### src/rtl/top.sv
// Single-motor timer controller: debounced buttons, IDLE/SET/RUN/PAUSE control,
// H-bridge direction drive and a multiplexed 4-digit seven-segment display.
module top #(
  parameter int unsigned CLK_HZ      = 100_000_000,
  parameter int unsigned DB_CYCLES   = 1_000_000,
  parameter int unsigned SCAN_CYCLES = 100_000
) (
  input  logic       clk,
  input  logic       reset,
  input  logic [1:0] motor_direction,
  input  logic       BTNC,
  input  logic       BTNU,
  input  logic       BTND,
  output logic       o_run,
  output logic [3:0] o_state,
  output logic [1:0] in1_in2,
  output logic [7:0] fnd_data,
  output logic [3:0] fnd_com
);

  localparam int unsigned PW = (CLK_HZ > 1) ? $clog2(CLK_HZ) : 1;
  localparam int unsigned DW = $clog2(DB_CYCLES + 1);
  localparam int unsigned SW = $clog2(SCAN_CYCLES + 1);
  localparam int unsigned VW = 7;
  localparam logic [VW-1:0] SET_MAX = VW'(99);

  typedef enum logic [3:0] {
    S_IDLE  = 4'b0001,
    S_SET   = 4'b0010,
    S_RUN   = 4'b0100,
    S_PAUSE = 4'b1000
  } state_t;

  function automatic logic [7:0] seg7(input logic [3:0] d);
    case (d)
      4'd0:    seg7 = 8'hC0;
      4'd1:    seg7 = 8'hF9;
      4'd2:    seg7 = 8'hA4;
      4'd3:    seg7 = 8'hB0;
      4'd4:    seg7 = 8'h99;
      4'd5:    seg7 = 8'h92;
      4'd6:    seg7 = 8'h82;
      4'd7:    seg7 = 8'hF8;
      4'd8:    seg7 = 8'h80;
      4'd9:    seg7 = 8'h90;
      default: seg7 = 8'hFF;
    endcase
  endfunction

  // Button index: 0 = BTNC, 1 = BTNU, 2 = BTND
  logic [2:0]    btn_s1, btn_s2, db, db_q, press;
  logic [DW-1:0] db_cnt [3];
  logic [1:0]    sw_s1, sw_s2;

  // Synchronize, debounce and edge-detect the buttons; synchronize the switches
  always_ff @(posedge clk or negedge reset) begin
    if (!reset) begin
      btn_s1 <= '0;
      btn_s2 <= '0;
      db     <= '0;
      db_q   <= '0;
      press  <= '0;
      sw_s1  <= '0;
      sw_s2  <= '0;
      for (int i = 0; i < 3; i++) db_cnt[i] <= '0;
    end else begin
      btn_s1 <= {BTND, BTNU, BTNC};
      btn_s2 <= btn_s1;
      db_q   <= db;
      press  <= db & ~db_q;
      sw_s1  <= motor_direction;
      sw_s2  <= sw_s1;
      for (int i = 0; i < 3; i++) begin
        if (btn_s2[i] == db[i]) begin
          db_cnt[i] <= '0;
        end else if (db_cnt[i] == DW'(DB_CYCLES - 1)) begin
          db[i]     <= btn_s2[i];
          db_cnt[i] <= '0;
        end else begin
          db_cnt[i] <= db_cnt[i] + DW'(1);
        end
      end
    end
  end

  logic p_c, p_d, p_u;
  assign p_c = press[0];
  assign p_d = press[2] & ~press[0];
  assign p_u = press[1] & ~press[0] & ~press[2];

  state_t        state, state_nxt;
  logic [VW-1:0] setpoint, setpoint_nxt, remaining, remaining_nxt;
  logic [PW-1:0] presc, presc_nxt;
  logic          tick;
  logic          run_nxt;
  logic [1:0]    drive_nxt;

  // State, datapath and state-derived output registers
  always_ff @(posedge clk or negedge reset) begin
    if (!reset) begin
      state     <= S_IDLE;
      setpoint  <= '0;
      remaining <= '0;
      presc     <= '0;
      o_run     <= 1'b0;
      in1_in2   <= 2'b00;
    end else begin
      state     <= state_nxt;
      setpoint  <= setpoint_nxt;
      remaining <= remaining_nxt;
      presc     <= presc_nxt;
      o_run     <= run_nxt;
      in1_in2   <= drive_nxt;
    end
  end

  assign o_state = state;

  // Next-state and datapath update
  always_comb begin
    state_nxt     = state;
    setpoint_nxt  = setpoint;
    remaining_nxt = remaining;
    presc_nxt     = presc;
    tick          = (presc == PW'(CLK_HZ - 1));
    case (state)
      S_IDLE: begin
        if (p_c) begin
          state_nxt     = S_SET;
          setpoint_nxt  = '0;
          remaining_nxt = '0;
        end
      end
      S_SET: begin
        if (p_c) begin
          state_nxt = S_IDLE;
        end else if (p_d && setpoint != '0) begin
          state_nxt     = S_RUN;
          remaining_nxt = setpoint;
          presc_nxt     = '0;
        end else if (p_u && setpoint != SET_MAX) begin
          setpoint_nxt = setpoint + VW'(1);
        end
      end
      S_RUN: begin
        presc_nxt = tick ? '0 : presc + PW'(1);
        if (tick && remaining != '0) remaining_nxt = remaining - VW'(1);
        if (p_c) begin
          state_nxt = S_IDLE;
        end else if (tick && remaining == VW'(1)) begin
          state_nxt = S_IDLE;
        end else if (p_d) begin
          state_nxt = S_PAUSE;
        end
      end
      S_PAUSE: begin
        if (p_c) begin
          state_nxt = S_IDLE;
        end else if (p_d) begin
          state_nxt = S_RUN;
        end
      end
      default: state_nxt = S_IDLE;
    endcase
  end

  // Outputs follow the next state so they land on the same edge as the state
  always_comb begin
    run_nxt   = (state_nxt == S_RUN);
    drive_nxt = 2'b00;
    if (run_nxt) begin
      case (sw_s2)
        2'b01:   drive_nxt = 2'b01;
        2'b10:   drive_nxt = 2'b10;
        default: drive_nxt = 2'b00;
      endcase
    end
  end

  logic [SW-1:0] scan_cnt;
  logic          scan_adv;
  logic [3:0]    ring_nxt;
  logic [VW-1:0] disp_val;
  logic [1:0]    state_idx;
  logic [3:0]    ones, tens;
  logic [7:0]    seg_nxt;

  // Digit scan and segment selection for the digit about to be enabled
  always_comb begin
    disp_val  = '0;
    state_idx = 2'd0;
    case (state)
      S_SET:   begin disp_val = setpoint;  state_idx = 2'd1; end
      S_RUN:   begin disp_val = remaining; state_idx = 2'd2; end
      S_PAUSE: begin disp_val = remaining; state_idx = 2'd3; end
      default: begin disp_val = '0;        state_idx = 2'd0; end
    endcase
    ones     = 4'(disp_val % VW'(10));
    tens     = 4'(disp_val / VW'(10));
    scan_adv = (scan_cnt == SW'(SCAN_CYCLES - 1));
    ring_nxt = scan_adv ? {fnd_com[2:0], fnd_com[3]} : fnd_com;
    case (ring_nxt)
      4'b1110: seg_nxt = seg7(ones);
      4'b1101: seg_nxt = seg7(tens);
      4'b0111: seg_nxt = seg7({2'b00, state_idx});
      default: seg_nxt = 8'hFF;
    endcase
  end

  always_ff @(posedge clk or negedge reset) begin
    if (!reset) begin
      scan_cnt <= '0;
      fnd_com  <= 4'b1110;
      fnd_data <= 8'hC0;
    end else begin
      scan_cnt <= scan_adv ? '0 : scan_cnt + SW'(1);
      fnd_com  <= ring_nxt;
      fnd_data <= seg_nxt;
    end
  end

endmodule

### config.mk
export PLATFORM = sky130hd
export DESIGN_NAME = top
export DESIGN_NICKNAME = d
export VERILOG_FILES = /design/src/rtl/top.sv
export SDC_FILE = /design/constraint.sdc
export NUM_CORES = 1
export LEC_CHECK = 0
export CORE_MARGIN = 5
export CORE_UTILIZATION = 45
export DETAILED_ROUTE_END_ITERATION = 12
export PLACE_DENSITY_LB_ADDON = 0.12
export SYNTH_ARGS = -nofsm -noshare
export SYNTH_HDL_FRONTEND = slang
export SYNTH_SLANG_ARGS = --single-unit
### constraint.sdc
create_clock -name clk -period 5.1 [get_ports clk]
set_input_delay 1.53 -clock clk [delete_from_list [all_inputs] [get_ports clk]]
set_output_delay 1.53 -clock clk [all_outputs]
set_load 0.01 [all_outputs]
# ---- Yosys cells after proc, flatten, opt, wreduce, memory -nomap -nowiden
# Memories as Yosys holds them, arrays and structs flattened.
# Cells that the tools add are included.
# W data, S select, Z words.
dict set report op_classes {
  n_eq_ne 29
  n_reduce_logical 17
  div 2
  shifts 0
  muxes 36
  n_bitwise 10
  addsub 7
  magnitude_cmp 0
  n_mul 0
}
# op n
set op_table {}
lappend op_table {{$mux W20} 6}
lappend op_table {{$mux W27} 3}
lappend op_table {{$add A20 B1 Y20 const B} 3}
lappend op_table {{$eq A20 B20 Y1 const B} 3}
lappend op_table {{$pmux W27 S2} 1}
lappend op_table {{$mux W7} 7}
lappend op_table {{$mux W4} 9}
lappend op_table {{$pmux W8 S4} 1}
lappend op_table {{$pmux W7 S2} 2}
lappend op_table {{$add A27 B1 Y27 const B} 1}
lappend op_table {{$eq A27 B27 Y1 const B} 1}
lappend op_table {{$pmux W8 S3} 1}
lappend op_table {{$pmux W7 S3} 1}
lappend op_table {{$add A17 B1 Y17 const B} 1}
lappend op_table {{$eq A17 B17 Y1 const B} 1}
lappend op_table {{$mux W17} 1}
lappend op_table {{$pmux W4 S4} 1}
lappend op_table {{$reduce_bool A7 Y1} 2}
lappend op_table {{$eq A4 B3 Y1 const B} 3}
lappend op_table {{$eq A4 B4 Y1 const B} 3}
lappend op_table {{$ne A2 B2 Y1 const B} 6}
lappend op_table {{$reduce_and A5 Y1} 2}
lappend op_table {{$add A7 B1 Y7 const B} 1}
lappend op_table {{$div A7 B4 Y7 const B} 1}
lappend op_table {{other kinds (23)} 40}
dict set report word_totals {
  memories 2
  register_bits 156
  ram_bits 0
  rom_bits 224
  word_cells 124
  latchBits 0
}
# memory depth word_bits read_ports rd_ports_with_merged_regs wr line
set memory_table {}
lappend memory_table {{(no name shown)} 16 7 1 0 0 35} ;# case (d)
lappend memory_table {{(no name shown)} 16 7 1 0 0 35}

# ---- Longest topological paths before layout
dict set report depth {
  ltp_word 8
  depth_mapped 20
}

# ---- Least setup slack after synthesis
# Ideal clock, no wire load.
dict set report synth_timing {
  path_type {register -> register}
  start {reg state[0], in the netlist o_state[0]}
  end {reg fnd_data[5]}
  setup_ns 0.132
  path_buffers 3
  stages_incl_launch_ff 19
  t_required_ns 4.968
  t_arrival_ns 3.775
  setup_slack_ns 1.193
  cell_sequence {dfstp_2 buf_6 nor2_1 buf_2 a32o_2 nor3_2 nor2_1 ha_1 nand3_1 a22oi_1 nor3_2 buf_4 mux2_2 a21oi_1 o22ai_1 ha_1 or3_1 a21oi_1 o21ai_1}
}
dict set report synth_between {
  elab_chain_len 6
  word_cells_on_any_way 16
  cone_classes {div (2); eq/ne (6); mux (4); reduce/logical (2); memory (2)}
}
# item line
set synth_lines {}
lappend synth_lines {{start: declaration} 91} ;# state_t state, state_nxt;
lappend synth_lines {{start signal: assignment} 108} ;# state <= state_nxt;
lappend synth_lines {{$eq A4 B4 Y1 / $eq A4 B3 Y1 (equally long branches)} 192} ;# case (state)
lappend synth_lines {{$reduce_or A2 Y1 (no source line)} --}
lappend synth_lines {{$pmux W7 S2} 192}
lappend synth_lines {{$div A7 B4 Y7 / $mod A7 B4 Y7 (equally long branches)} {199, 198}}
lappend synth_lines {{$mem_v2 Z16 W7} --}
lappend synth_lines {{$pmux W8 S3 (*)} 202} ;# case (ring_nxt)
lappend synth_lines {{net seg_nxt[5]} 186} ;# logic [7:0] seg_nxt;
lappend synth_lines {{end signal: assignment} 218} ;# fnd_data <= seg_nxt;
lappend synth_lines {{end: declaration} 17} ;# output logic [7:0] fnd_data,
# Mark *: on every way through the listed nets, which the timed path passes. The rest lies on a longest branch. The select of a mux whose other input is x is not followed.
# A chain may end at the register's enable or synchronous reset.

# ---- Final worst setup path
dict set report layout_timing {
  start {reg state[2], in the netlist o_state[2]}
  end {reg fnd_data[5]}
}
# Same word-level chain as after synthesis.

==> qor.yml <==
hold_start: "btn_s1[2]"
ys_ff_latch: 155
fmax_mhz: 240
internal_power_mw: 1.91
synthMuxAreaShare_pct: 1.28
grt_first_pass_wirelength_mm: 29.4
ant_nets: 0
yosysSeqAreaShare_pct: 46.4
finClkSkew_ns: 0.0113
syn_area_per_cell_um2: 9.43
dp_hpwl_mm: 11.6
die_w_um: 146
vias_per_cell: 5.51
hp-class: "register to register"
dieArea_um2: 21500
clk_path_buf_depth: 2
stdcell_area_um2: 9400
crit_fanout: 7
antenna_cells_inserted: 0
portBuffers: 24
rr_endpoint: "fnd_data[5]"
post-route-period-util_pct: 81.6
synthCells: 889
drt-total-wl_mm: 17.1
pwr-share-clk_pct: 49.4
core_area_um2: 18500
synth-main-ff-cell: "dfrtp_1"
synth.distinct_cells: 75
setup_viol: 0
path_cells: "nor4b_4 > a32o_1 > nor2_4 > nor2_1 > ha_1 > a221oi_2 > and2_1 > nor2_1 > or3_1 > ha_1 > a21oi_1 > o21ai_0 > a221oi_1 > o21ai_1"
power_density_nw_per_um2: 272
worstMarginPinSlew_ns: 0.871
worstSetupPathType: "register to register"
gr-total-overflow: 0
drt_pass1_iterations: 6
rows: 50
finalMaxSlewViolations: 0
rr_worst_depth: 14
start_util_pct: 45.3
start_kind: "register"
place_inst: 1121
whs_path_depth: 0
vias: 6350
holdPathEnd: "btn_s2[2]"
instances_no_fill: 1153
required_ns: 5.40
htreeDepth: 4
io_pins: 26
path_clk_slew_ns: 0.07
peakVddDrop_mv: 0.277
p_comb_share_pct: 1.9
syn_area_um2: 8380
cts_setup_buffers: 0
layout-drive-gt1-share_pct: 7.94
synth-simple-area-share_pct: 23.4
synth-compound-area-share_pct: 13.8
cts_tree: "done"
cts_buffers: 17
n_fill_cell: 1716
grt.total_usage_pct: 16.4
cpPeakStageDelay_ns: 0.52
layout.nets: 934
grt_pass1_vias: 5972
cts_root_buf: "clkbuf_16"
r2r-start: "o_state[2]"
gp_congestion: 0.881
yosysWarnings: 0
finalCriticalPeriod_ns: 4.16
place_ws_ns: 1.03
synthXorXnorAreaFrac_pct: 8.67
power_switching_mw: 0.644
synth_adder_area_share_pct: 3.25
seqPwrFrac_pct: 48.7
avgRoutedWirePerCell_um: 14.9
end_kind: "register"
hold_ws_ns: 0.348
cts_resized: 0
outcome: "complete, no violations"
switching_share_pct: 25.2
rsz0062_at_grt: "no"
grt_max_degree: 85
drt_first_iter_violations: 384
cp_slowest_cell: "nor4b_4"
route.detailed.drc: 0
placed_area_um2: 8810
r2r_slack_ns: 0.94
area_delta_synth_final_pct: 12.2
antenna_found_initial: 0
syn_nets: 917
power_leakage_nw: 4.10
synth_top_family_by_area: "simple AND/OR/NAND/NOR gates"
synth_edf_count: 0
cap_violations: 0
cp_data_arrival_time_ns: 4.47
numClockSinks: 155
clk_latency_ns: 0.43
dieHeight_um: 146
hold_buffers: 0
slew_headroom_pct: 41.7
fin_ws_ns: 0.938
final.setup.tns_ns: 0
final-hold-violation-count: 0
synthArstFlopShare_pct: 100
## how the worst max path moves through the flow
stage | start | end | cells after the start
global placement | o_state[0] | fnd_data[5] | 17
floorplan | o_state[0] | fnd_data[5] | 18
finish | o_state[2] | fnd_data[5] | 14
global route | o_state[1] | fnd_data[4] | 16
CTS | o_state[0] | fnd_data[5] | 15
detailed placement | o_state[0] | fnd_data[5] | 15
## synthesized netlist by cell type (3+ instances only)
cell / n / area share [%]
ha_1: 21 / 3.1
o2111ai_1: 3 / 0.31
a21oi_1: 45 / 2.7
and2_1: 7 / 0.52
nand2_1: 71 / 3.2
a32o_1: 5 / 0.60
buf_4: 4 / 0.36
nor3_1: 15 / 0.90
dfstp_2: 5 / 1.6
a21o_1: 4 / 0.36
inv_1: 25 / 1.1
nand4_1: 24 / 1.8
and4_1: 5 / 0.52
a221oi_1: 3 / 0.31
xor2_1: 51 / 5.3
buf_2: 4 / 0.24
a211oi_1: 3 / 0.27
a32oi_2: 5 / 0.97
or3_1: 18 / 1.3
o211ai_1: 3 / 0.27
a22oi_1: 4 / 0.36
a32oi_1: 4 / 0.42
xnor2_1: 32 / 3.3
nor4bb_1: 3 / 0.36
nor2_1: 119 / 5.3
a31oi_1: 6 / 0.45
nand2b_1: 7 / 0.52
mux2_2: 6 / 0.81
nor4_1: 5 / 0.37
o21ai_0: 62 / 3.7
nor2b_1: 8 / 0.60
nor4b_1: 5 / 0.52
mux2i_1: 4 / 0.48
nor3_2: 3 / 0.36
o21a_1: 3 / 0.27
dfrtp_1: 150 / 45
and3_1: 26 / 1.9
nor3b_1: 5 / 0.45
clkbuf_1: 21 / 0.94
nand3_1: 50 / 3.0
buf_6: 4 / 0.54
## layout make-up
| type | instances | area (um2) | share of cell area [%] |
|---|---|---|---|
| well taps | 234 | 293 | 3.11 |
| repair buffers | 31 | 307 | 3.26 |
| clock inverters | 15 | 170 | 1.81 |
| clock buffers | 17 | 425 | 4.52 |
| flip-flops and latches | 155 | 3880 | 41.3 |
| inverters | 26 | 98.8 | 1.05 |
| multi-input cells | 675 | 4220 | 44.9 |
## through the flow
stage / total power, mW / util, %
finish: 2.56 / 50.8
global route: 2.67 / 50.8
CTS: 2.61 / 50.8
detailed placement: 1.32 / 47.6
global placement: 1.32 / 47.6
floorplan: 1.28 / -
## layout by cell type, fill, tap and decap left out, drive strengths merged, types with 4 or more instances in the layout
cell	count
a21o	4
a21oi	45
a221oi	4
a22oi	4
a31oi	6
a32o	6
a32oi	10
and2	7
and3	26
and4	5
buf	8
clkbuf	17
clkdlybuf4s50	23
clkinv	6
dfrtp	150
dfstp	5
ha	21
inv	34
mux2	6
mux2i	4
nand2	71
nand2b	7
nand3	51
nand4	24
nor2	120
nor2b	8
nor3	18
nor3b	5
nor4	6
nor4b	6
o21ai	64
or3	19
xnor2	32
xor2	51
## power groups by stage
stage	logic [mW]	registers, mW	clock network [mW]
2_1_floorplan	0.0170	1.27	0
3_3_place_gp	0.0516	1.27	0
3_5_place_dp	0.0516	1.27	0
4_1_cts	0.0516	1.25	1.31
5_1_grt	0.0581	1.25	1.36
6_report	0.0486	1.25	1.26
## state kept, by name, summed over array words and instances (netlist names), 4 cells and up
signal	count
db_cnt	60
presc	27
scan_cnt	17
fnd_data	7
remaining	7
setpoint	7
fnd_com	4
o_state	4
## metal layers
| metal | vias to the layer above | wire length, um | track usage, % |
|---|---|---|---|
| li1 | 3199 | - | - |
| met1 | 3000 | 8440 | 22.8 |
| met2 | 124 | 7810 | 25.2 |
| met3 | 27 | 541 | 3.38 |
| met4 | 0 | 354 | 6.07 |
| met5 | - | 0 | 0 |
## cell families after synthesis
logic type	count (synthesis)
and+or+nand+nor	385
AOI/OAI and AO/OA	174
DFF	155
xor gates and xnor gates	83
buffers and inverters	59
adders and majority gates	22
muxes	10
other	1
## critical path, delay by kind of cell, from the launching register on
family	cells	cell delay, ns
AND/OR/NAND/NOR	6	1.60
adder cells (fa/ha/maj)	2	0.49
flip-flops	1	0.46
AO/OA/AOI/OAI	6	1.50
(Power assumes the default switching activity.)
